**config.mk**
```make
export PLATFORM = sky130hd
export DESIGN_NAME = vex_wb_collect_flat
export DESIGN_NICKNAME = d
export VERILOG_FILES = /design/src/rtl/vex_wb_collect_pkg.sv /design/src/rtl/vex_wb_collect_if.sv /design/src/rtl/vex_wb_fifo.sv /design/src/rtl/vex_wb_collect.sv /design/src/flat_wrapper.sv
export SDC_FILE = /design/constraint.sdc
export NUM_CORES = 2
export LEC_CHECK = 0
export CAP_MARGIN = 40
export CORE_AREA = 2 2 386 388
export CTS_CLUSTER_DIAMETER = 40
export CTS_CLUSTER_SIZE = 8
export DETAILED_ROUTE_END_ITERATION = 12
export DIE_AREA = 0 0 388 390
export PLACE_DENSITY = 0.79
export SKIP_LAST_GASP = 1
export SYNTH_ARGS = -nofsm -noshare
export SYNTH_HDL_FRONTEND = slang
export SYNTH_SLANG_ARGS = --single-unit
```
**constraint.sdc**
```tcl
create_clock -name clk -period 47.8 [get_ports clk]
set_input_delay 9.56 -clock clk [delete_from_list [all_inputs] [get_ports clk]]
set_output_delay 9.56 -clock clk [all_outputs]
set_load 0.03 [all_outputs]
```
**src/rtl/vex_wb_collect_pkg.sv**
```systemverilog
// Shared types and constants for the vector writeback collector.
//   VEX_XLEN / VEX_LANES : default element width and lane count
//   FFLAGS_W             : width of an FP exception flag vector
//   vex_wb_entry_t       : one buffered writeback row
package vex_wb_collect_pkg;

    localparam int unsigned VEX_XLEN  = 32;
    localparam int unsigned VEX_LANES = 8;
    localparam int unsigned FFLAGS_W  = 5;
    localparam int unsigned VEX_ROW_W = VEX_LANES * VEX_XLEN;

    typedef struct packed {
        logic [4:0]           dst;
        logic                 end_uop;
        logic [VEX_LANES-1:0] elem_en;
        logic [VEX_ROW_W-1:0] data;
        logic [FFLAGS_W-1:0]  flags;
    } vex_wb_entry_t;

    localparam int unsigned VEX_ENTRY_W = $bits(vex_wb_entry_t);

endpackage

```
**src/rtl/vex_wb_collect_if.sv**
```systemverilog
// VRF write port bundle.
//   master : collector side (drives valid/addr/data/elem_en, receives ready)
//   slave  : register file side
interface vex_wb_collect_if #(
    parameter int unsigned XLEN         = 32,
    parameter int unsigned VECTOR_LANES = 8
);
    logic                         vrf_wr_valid;
    logic                         vrf_wr_ready;
    logic [4:0]                   vrf_wr_addr;
    logic [VECTOR_LANES*XLEN-1:0] vrf_wr_data;
    logic [VECTOR_LANES-1:0]      vrf_wr_elem_en;

    modport master (
        output vrf_wr_valid,
        output vrf_wr_addr,
        output vrf_wr_data,
        output vrf_wr_elem_en,
        input  vrf_wr_ready
    );

    modport slave (
        input  vrf_wr_valid,
        input  vrf_wr_addr,
        input  vrf_wr_data,
        input  vrf_wr_elem_en,
        output vrf_wr_ready
    );
endinterface

```
**src/rtl/vex_wb_fifo.sv**
```systemverilog
// Generic synchronous FIFO, head visible without a pop.
//   push_i/din_i   : write request (ignored when full unless popping)
//   pop_i          : read request (ignored when empty)
//   head_o         : oldest entry
//   count_next_o   : occupancy after this cycle's push/pop
//   full_o/empty_o : occupancy flags
module vex_wb_fifo #(
    parameter int unsigned WIDTH = 8,
    parameter int unsigned DEPTH = 8,
    localparam int unsigned PTR_W = $clog2(DEPTH),
    localparam int unsigned CNT_W = PTR_W + 1
) (
    input  logic             clk,
    input  logic             rst,
    input  logic             push_i,
    input  logic [WIDTH-1:0] din_i,
    input  logic             pop_i,
    output logic [WIDTH-1:0] head_o,
    output logic [CNT_W-1:0] count_next_o,
    output logic             full_o,
    output logic             empty_o
);

    logic [WIDTH-1:0] mem_q [DEPTH];
    logic [PTR_W-1:0] wr_ptr_q, wr_ptr_d;
    logic [PTR_W-1:0] rd_ptr_q, rd_ptr_d;
    logic [CNT_W-1:0] count_q, count_d;
    logic             do_push;
    logic             do_pop;

    assign full_o       = (count_q == CNT_W'(DEPTH));
    assign empty_o      = (count_q == '0);
    assign head_o       = mem_q[rd_ptr_q];
    assign count_next_o = count_d;

    // A push into a full FIFO is only accepted if the head leaves in the same cycle.
    always_comb begin
        do_push  = push_i & (~full_o | pop_i);
        do_pop   = pop_i & ~empty_o;
        wr_ptr_d = wr_ptr_q;
        rd_ptr_d = rd_ptr_q;
        if (do_push) wr_ptr_d = wr_ptr_q + PTR_W'(1);
        if (do_pop)  rd_ptr_d = rd_ptr_q + PTR_W'(1);
        count_d  = count_q + CNT_W'(do_push) - CNT_W'(do_pop);
    end

    always_ff @(posedge clk) begin
        if (rst) begin
            wr_ptr_q <= '0;
            rd_ptr_q <= '0;
            count_q  <= '0;
        end else begin
            wr_ptr_q <= wr_ptr_d;
            rd_ptr_q <= rd_ptr_d;
            count_q  <= count_d;
        end
    end

    // Storage array carries no reset; validity is tracked by the pointers.
    always_ff @(posedge clk) begin
        if (do_push) mem_q[wr_ptr_q] <= din_i;
    end

endmodule

```
**src/rtl/vex_wb_collect.sv**
```systemverilog
// Vector writeback collector: gathers one row of lane results per cycle,
// buffers rows in a FIFO and drains them to the VRF write port.
//   lane_wr_en_i/lane_wr_data_i/lane_fflags_i : per-lane results
//   wb_dst_i/wb_end_i : row destination and end-of-instruction marker
//   stall_o           : issue back-pressure
//   vrf               : VRF write port (master side)
//   instr_done_o/fflags_o : completion pulse and accumulated FP flags
//   overflow_err_o    : sticky, a row was dropped on a full FIFO
// Optional: define VEX_WB_BYPASS_EN to forward a row straight to the VRF
// port when the FIFO is empty.
module vex_wb_collect
    import vex_wb_collect_pkg::*;
#(
    parameter int unsigned XLEN          = VEX_XLEN,
    parameter int unsigned VECTOR_LANES  = VEX_LANES,
    parameter int unsigned WB_FIFO_DEPTH = 8,
    parameter int unsigned STALL_SLACK   = 4
) (
    input  logic                         clk,
    input  logic                         rst,
    input  logic [VECTOR_LANES-1:0]      lane_wr_en_i,
    input  logic [VECTOR_LANES*XLEN-1:0] lane_wr_data_i,
    input  logic [VECTOR_LANES*5-1:0]    lane_fflags_i,
    input  logic [4:0]                   wb_dst_i,
    input  logic                         wb_end_i,
    output logic                         stall_o,
    vex_wb_collect_if.master             vrf,
    output logic                         instr_done_o,
    output logic [4:0]                   fflags_o,
    output logic                         overflow_err_o
);

    localparam int unsigned CNT_W = $clog2(WB_FIFO_DEPTH) + 1;

    vex_wb_entry_t       row_c;
    vex_wb_entry_t       head;
    vex_wb_entry_t       out_c;
    logic                row_push_c;
    logic                out_valid_c;
    logic                fifo_push_c;
    logic                fifo_pop_c;
    logic                hs_c;
    logic                drop_c;
    logic                fifo_full;
    logic                fifo_empty;
    logic [CNT_W-1:0]    fifo_count_next;

    logic                stall_q, stall_d;
    logic                done_q, done_d;
    logic [FFLAGS_W-1:0] fflags_q, fflags_d;
    logic [FFLAGS_W-1:0] acc_q, acc_d;
    logic                ovf_q, ovf_d;

    // Row assembly: disabled lanes contribute neither data nor flags.
    always_comb begin
        row_c         = '0;
        row_c.dst     = wb_dst_i;
        row_c.end_uop = wb_end_i;
        row_c.elem_en = lane_wr_en_i;
        for (int k = 0; k < int'(VECTOR_LANES); k++) begin
            if (lane_wr_en_i[k]) begin
                row_c.data[k*XLEN +: XLEN] = lane_wr_data_i[k*XLEN +: XLEN];
                row_c.flags = row_c.flags | lane_fflags_i[k*FFLAGS_W +: FFLAGS_W];
            end
        end
    end

    assign row_push_c = |lane_wr_en_i;

`ifdef VEX_WB_BYPASS_EN
    // Empty FIFO: the incoming row is presented immediately and skips the
    // FIFO when the VRF takes it in the same cycle.
    logic bypass_c;
    assign bypass_c    = row_push_c & fifo_empty;
    assign out_c       = bypass_c ? row_c : head;
    assign out_valid_c = ~fifo_empty | row_push_c;
    assign fifo_push_c = row_push_c & ~(bypass_c & vrf.vrf_wr_ready);
    assign fifo_pop_c  = ~fifo_empty & vrf.vrf_wr_ready;
`else
    assign out_c       = head;
    assign out_valid_c = ~fifo_empty;
    assign fifo_push_c = row_push_c;
    assign fifo_pop_c  = out_valid_c & vrf.vrf_wr_ready;
`endif

    assign hs_c   = out_valid_c & vrf.vrf_wr_ready;
    assign drop_c = fifo_push_c & fifo_full & ~fifo_pop_c;

    vex_wb_fifo #(
        .WIDTH (VEX_ENTRY_W),
        .DEPTH (WB_FIFO_DEPTH)
    ) u_fifo (
        .clk          (clk),
        .rst          (rst),
        .push_i       (fifo_push_c),
        .din_i        (row_c),
        .pop_i        (fifo_pop_c),
        .head_o       (head),
        .count_next_o (fifo_count_next),
        .full_o       (fifo_full),
        .empty_o      (fifo_empty)
    );

    // Zero the payload when idle so the port never shows stale storage.
    assign vrf.vrf_wr_valid   = out_valid_c;
    assign vrf.vrf_wr_addr    = out_valid_c ? out_c.dst : '0;
    assign vrf.vrf_wr_data    = out_valid_c ? out_c.data : '0;
    assign vrf.vrf_wr_elem_en = out_valid_c ? out_c.elem_en : '0;

    // Flag accumulation, completion pulse, stall and overflow tracking.
    always_comb begin
        acc_d    = acc_q;
        done_d   = 1'b0;
        fflags_d = fflags_q;
        ovf_d    = ovf_q | drop_c;
        stall_d  = (CNT_W'(WB_FIFO_DEPTH) - fifo_count_next) <= CNT_W'(STALL_SLACK);
        if (hs_c) begin
            if (out_c.end_uop) begin
                done_d   = 1'b1;
                fflags_d = acc_q | out_c.flags;
                acc_d    = '0;
            end else begin
                acc_d    = acc_q | out_c.flags;
            end
        end
    end

    always_ff @(posedge clk) begin
        if (rst) begin
            stall_q  <= 1'b0;
            done_q   <= 1'b0;
            fflags_q <= '0;
            acc_q    <= '0;
            ovf_q    <= 1'b0;
        end else begin
            stall_q  <= stall_d;
            done_q   <= done_d;
            fflags_q <= fflags_d;
            acc_q    <= acc_d;
            ovf_q    <= ovf_d;
        end
    end

    assign stall_o        = stall_q;
    assign instr_done_o   = done_q;
    assign fflags_o       = fflags_q;
    assign overflow_err_o = ovf_q;

endmodule

```
**src/flat_wrapper.sv**
```systemverilog
// flat-port wrapper written by rule: the top's interface ports become plain ports
module vex_wb_collect_flat import vex_wb_collect_pkg::*;
#(
    parameter int unsigned XLEN          = VEX_XLEN,
    parameter int unsigned VECTOR_LANES  = VEX_LANES,
    parameter int unsigned WB_FIFO_DEPTH = 8,
    parameter int unsigned STALL_SLACK   = 4
)
  (clk, rst, lane_wr_en_i, lane_wr_data_i, lane_fflags_i, wb_dst_i, wb_end_i, stall_o, instr_done_o, fflags_o, overflow_err_o, vrf_vrf_wr_valid, vrf_vrf_wr_addr, vrf_vrf_wr_data, vrf_vrf_wr_elem_en, vrf_vrf_wr_ready);
  vex_wb_collect_if #(.XLEN(XLEN), .VECTOR_LANES(VECTOR_LANES)) vrf_i ();
  input  logic clk;
  input  logic rst;
  input  logic [VECTOR_LANES-1:0] lane_wr_en_i;
  input  logic [VECTOR_LANES*XLEN-1:0] lane_wr_data_i;
  input  logic [VECTOR_LANES*5-1:0] lane_fflags_i;
  input  logic [4:0] wb_dst_i;
  input  logic wb_end_i;
  output logic stall_o;
  output logic instr_done_o;
  output logic [4:0] fflags_o;
  output logic overflow_err_o;
  output wire logic [$bits(vrf_i.vrf_wr_valid)-1:0] vrf_vrf_wr_valid;
  output wire logic [$bits(vrf_i.vrf_wr_addr)-1:0] vrf_vrf_wr_addr;
  output wire logic [$bits(vrf_i.vrf_wr_data)-1:0] vrf_vrf_wr_data;
  output wire logic [$bits(vrf_i.vrf_wr_elem_en)-1:0] vrf_vrf_wr_elem_en;
  input wire logic [$bits(vrf_i.vrf_wr_ready)-1:0] vrf_vrf_wr_ready;
  assign vrf_vrf_wr_valid = vrf_i.vrf_wr_valid;
  assign vrf_vrf_wr_addr = vrf_i.vrf_wr_addr;
  assign vrf_vrf_wr_data = vrf_i.vrf_wr_data;
  assign vrf_vrf_wr_elem_en = vrf_i.vrf_wr_elem_en;
  assign vrf_i.vrf_wr_ready = vrf_vrf_wr_ready;
  vex_wb_collect #(.XLEN(XLEN), .VECTOR_LANES(VECTOR_LANES), .WB_FIFO_DEPTH(WB_FIFO_DEPTH), .STALL_SLACK(STALL_SLACK)) u_core (.clk(clk), .rst(rst), .lane_wr_en_i(lane_wr_en_i), .lane_wr_data_i(lane_wr_data_i), .lane_fflags_i(lane_fflags_i), .wb_dst_i(wb_dst_i), .wb_end_i(wb_end_i), .stall_o(stall_o), .vrf(vrf_i), .instr_done_o(instr_done_o), .fflags_o(fflags_o), .overflow_err_o(overflow_err_o));
endmodule
```
==> metrics.md <==
| Metric | Value |
|---|---|
| Run status | finished clean |
| Area delta synth->final | 21.1% |
| CTS Sinks | 2226 |
| Slowest CP cell | clkdlybuf4s50_1 |
| Design area | 104000 sq um |
| DR vias/cell | 6.41 |
| Count leader, synth | edfxtp_1 |
| I/O Buffers | 590 |
| CP max stage delay | ~0.75 ns |
| DRC violations left | 0 |
| Final setup fails | 0 |
| Post-Route Skew | 0.0691 ns |
| Detailed Routing Iterations Pass 1 | 5 |
| Ys flop type | edfxtp_1 |
| Cell Count, Final, Fillers Out | about 6800 |
| Register area | 66600 sq um |
| TNS Setup | 0 ns |
| # rows | 141 |
| Hold Path Class | flip-flop to flip-flop |
| CP top delay family | buffers and inverters |
| Number of H-tree levels | 5 |
| Worst path buffer plus inverter count | 9 |
| Wire per inst | 30.5 um |
| Crit Path Category | flip-flop to primary output |
| Netlist Area Pre-Place | 86200 sq um |
| Clk buf depth | 4 |
| Fin Hold WS | between 0.5 and 0.6 ns |
| Final critical-path share of the clock period | 33.1% |
| Vias | 43300 |
| Synth area leaders | edfxtp_1 (77%), mux4_2 (14%), mux2i_1 (3.1%) |
| Fill count | 8244 |
| CTS Buf Count | about 340 |
| Antenna Nets Post-Route | 0 |
| Sequential fraction of the synthesis area | 77.2% |
| Unrepaired setup endpoints after global routing | no |
| Final min period | about 16 ns |
| YS warnings | 0 |
| CP cell instances | buf_4 -> buf_16 -> buf_4 -> buf_16 -> buf_4 -> buf_16 -> buf_4 -> buf_16 -> mux4_2 -> mux2i_1 -> nor2_1 -> clkdlybuf4s50_1 |
| Rel. slew slack | 21.6% |
| CP Data Arrival Time | 6.25 ns |
| Clock-pin slew on the worst setup and hold paths | 0.05 ns |
| GRT Residual Overflow | 0 |
| Peak VDD IR | 79.5 uV |
| Pwr Density | 66.3 nW/um^2 |
| Placed insts | 6316 |
| TritonCTS clock tree | yes |
| Biggest area consumer among synthesized cells | edfxtp_1 |
| Slew @ Worst Pin | 1.18 ns |
| Number of antenna violations at the first check in global routing | 39 |
| Yosys cell types | 39 |
| Pins Over Slew Limit | 0 |
| Largest net degree at the start of global routing | between 150 and 200 |
| Flop pwr share | 38.2% |
| Total track usage | 27.2% |
| Async set-reset flop share out of synthesis | 0% |
| Starting density of the core | roughly three fifths |
| Post-synth EDFFs | 2200 |
| Worst-Skew Late Latency | 0.90 ns |
| Die H | 390 um |
| Initial DRC Count | between 4000 and 5000 |
| Avg Cell Area, Syn | 22.0 sq um |
| Final WS setup | approximately 32 ns |
| Area of the die | 151000 sq um |
| Core area | roughly 150000 sq um |
| Syn_nets | 4243 |
| Chip width | 388 um |
| HPWL reported at the end of detailed placement | ~100000 um |
| Root Buffer | clkbuf_16 |
| Routed wire length | a little over 200000 um |
| Synthesized flop and latch total | 2226 |
| Share of layout cells above drive strength 1 | 22.2% |
| Net Sw Frac | 31.0% |
| I/O Pins | just under 600 |
| Max FO, Critical Path | 56 |
| Vias in the first global route | 45800 |
| Top cell type's share of synthesized area | 76.6% |
| Placed Area | approximately 95000 sq um |
| Post-cts sizing count | 0 |
| Switch Pwr | 2.15 mW |
| Final hold vios | 0 |
| GP Congestion | 0.744 |
| Nets | 5054 |
| Post CTS Setup Buffer Count | 0 |
| Pint | about 4.8 mW |
| Synth cell count leaders | edfxtp_1 (2200), mux4_2 (549), nor2_1 (285) |
| Max Cap Viol | 0 |
| Startpoint types | flip-flop |
| Hold buffer count at cts | 0 |
| CP required | about 38 ns |
| LEAKAGE | 33.3 nW |
| Pre-CTS setup slack | 33.00 ns |
| Cells after synthesis | ~3900 |
| Area of the multi-input gates | 18600 sq um |
| Fmax | 63.3 MHz |
| Power share of the combinational group | 31.2% |
| First-pass GRT wire length | 301000 um |
| CP Capture Type | primary output |
| Clock share of power | 30.6% |
[final cells by class]
| type | count | area share (%) |
|---|---|---|
| antenna | 18 | 0.0432 |
| timing repair buffer | 685 | 6.95 |
| clock inverter | 41 | 0.434 |
| tap | 1930 | 2.31 |
| inverter | 8 | 0.0288 |
| sequential | 2226 | 63.8 |
| clock buffer | 380 | 8.59 |
| multi-input combinational | 1467 | 17.8 |
[routing by layer]
layer | share of wire, % | vias to the layer above | GRT usage (%)
met5 | 0.11 | - | 0
met3 | 8.9 | 454 | 7.01
met1 | 36 | 22700 | 34.7
met4 | 4.0 | 36 | 12.3
li1 | - | 17700 | -
met2 | 51 | 2470 | 44.6
[final timing paths]
path | startpoint | to | slack (ns) | cells after the start
worst max-delay path | flip-flop | vrf_vrf_wr_data[59] | 31.99 | 12
worst min-delay path | u_core.overflow_err_o | u_core.overflow_err_o | 0.52 | 2
worst max register to register | u_core.u_fifo.count_q[2] | u_core.u_fifo.mem_q[1][129] | 43.01 | 10
worst min register to register | u_core.overflow_err_o | u_core.overflow_err_o | 0.52 | 2
[through the flow]
step / utilization, % / total power [mW]
3_5_place_dp: 64.5 / 4.80
5_1_grt: 70.9 / 7.15
4_1_cts: 70.9 / 6.97
3_3_place_gp: 64.0 / 4.72
2_1_floorplan: - / 4.23
6_report: 70.9 / 6.93
[sequential cells by signal, indices dropped and copies added (netlist names), named ones only]
register / flops
u_core.overflow_err_o: 1
u_core.instr_done_o: 1
u_core.stall_o: 1
u_core.u_fifo.wr_ptr_q: 3
u_core.acc_q: 5
u_core.fflags_o: 5
u_core.u_fifo.count_q: 4
u_core.u_fifo.rd_ptr_q: 3
u_core.u_fifo.mem_q: 2200
[worst min-delay path, cell delays in order (launching register included)]
cell	delay, ns
dfxtp_1	0.36
a21oi_1	0.06
nor2_1	0.07
[cell families (layout without fill, tap and decap cells)]
group | count (synthesis) | after routing | synth area share (%)
XOR/XNOR | 4 | 4 | 0.0406
AND/OR/NAND/NOR | 582 | 582 | 3.40
flip-flops | 2226 | 2226 | 77.2
multiplexers | 827 | 827 | 17.6
other | 0 | 18 | 0
buffers and inverters | 228 | 1114 | 1.22
AO/OA/AOI/OAI | 45 | 45 | 0.380
adder cells (fa/ha/maj) | 9 | 9 | 0.139
[power groups by stage]
stage	clock (mW)	sequential, mW	combinational, mW
floorplan	0	2.88	1.35
global placement	0	2.64	2.08
detailed placement	0	2.66	2.15
CTS	2.14	2.64	2.18
global route	2.22	2.67	2.27
finish	2.12	2.65	2.16
[placed cells by master (no fill, tap or decap), types with 23 or more instances in the layout]
cell / Yosys / final
edfxtp_1: 2200 / 2200
clkdlybuf4s50_1: 0 / 582
mux4_2: 549 / 549
clkbuf_16: 0 / 354
nor2_1: 285 / 282
mux2i_1: 271 / 271
and2_1: 258 / 257
buf_4: 3 / 55
clkbuf_1: 79 / 25
buf_16: 0 / 23
dfxtp_1: 26 / 23
Power figures use the tool's default switching activity.
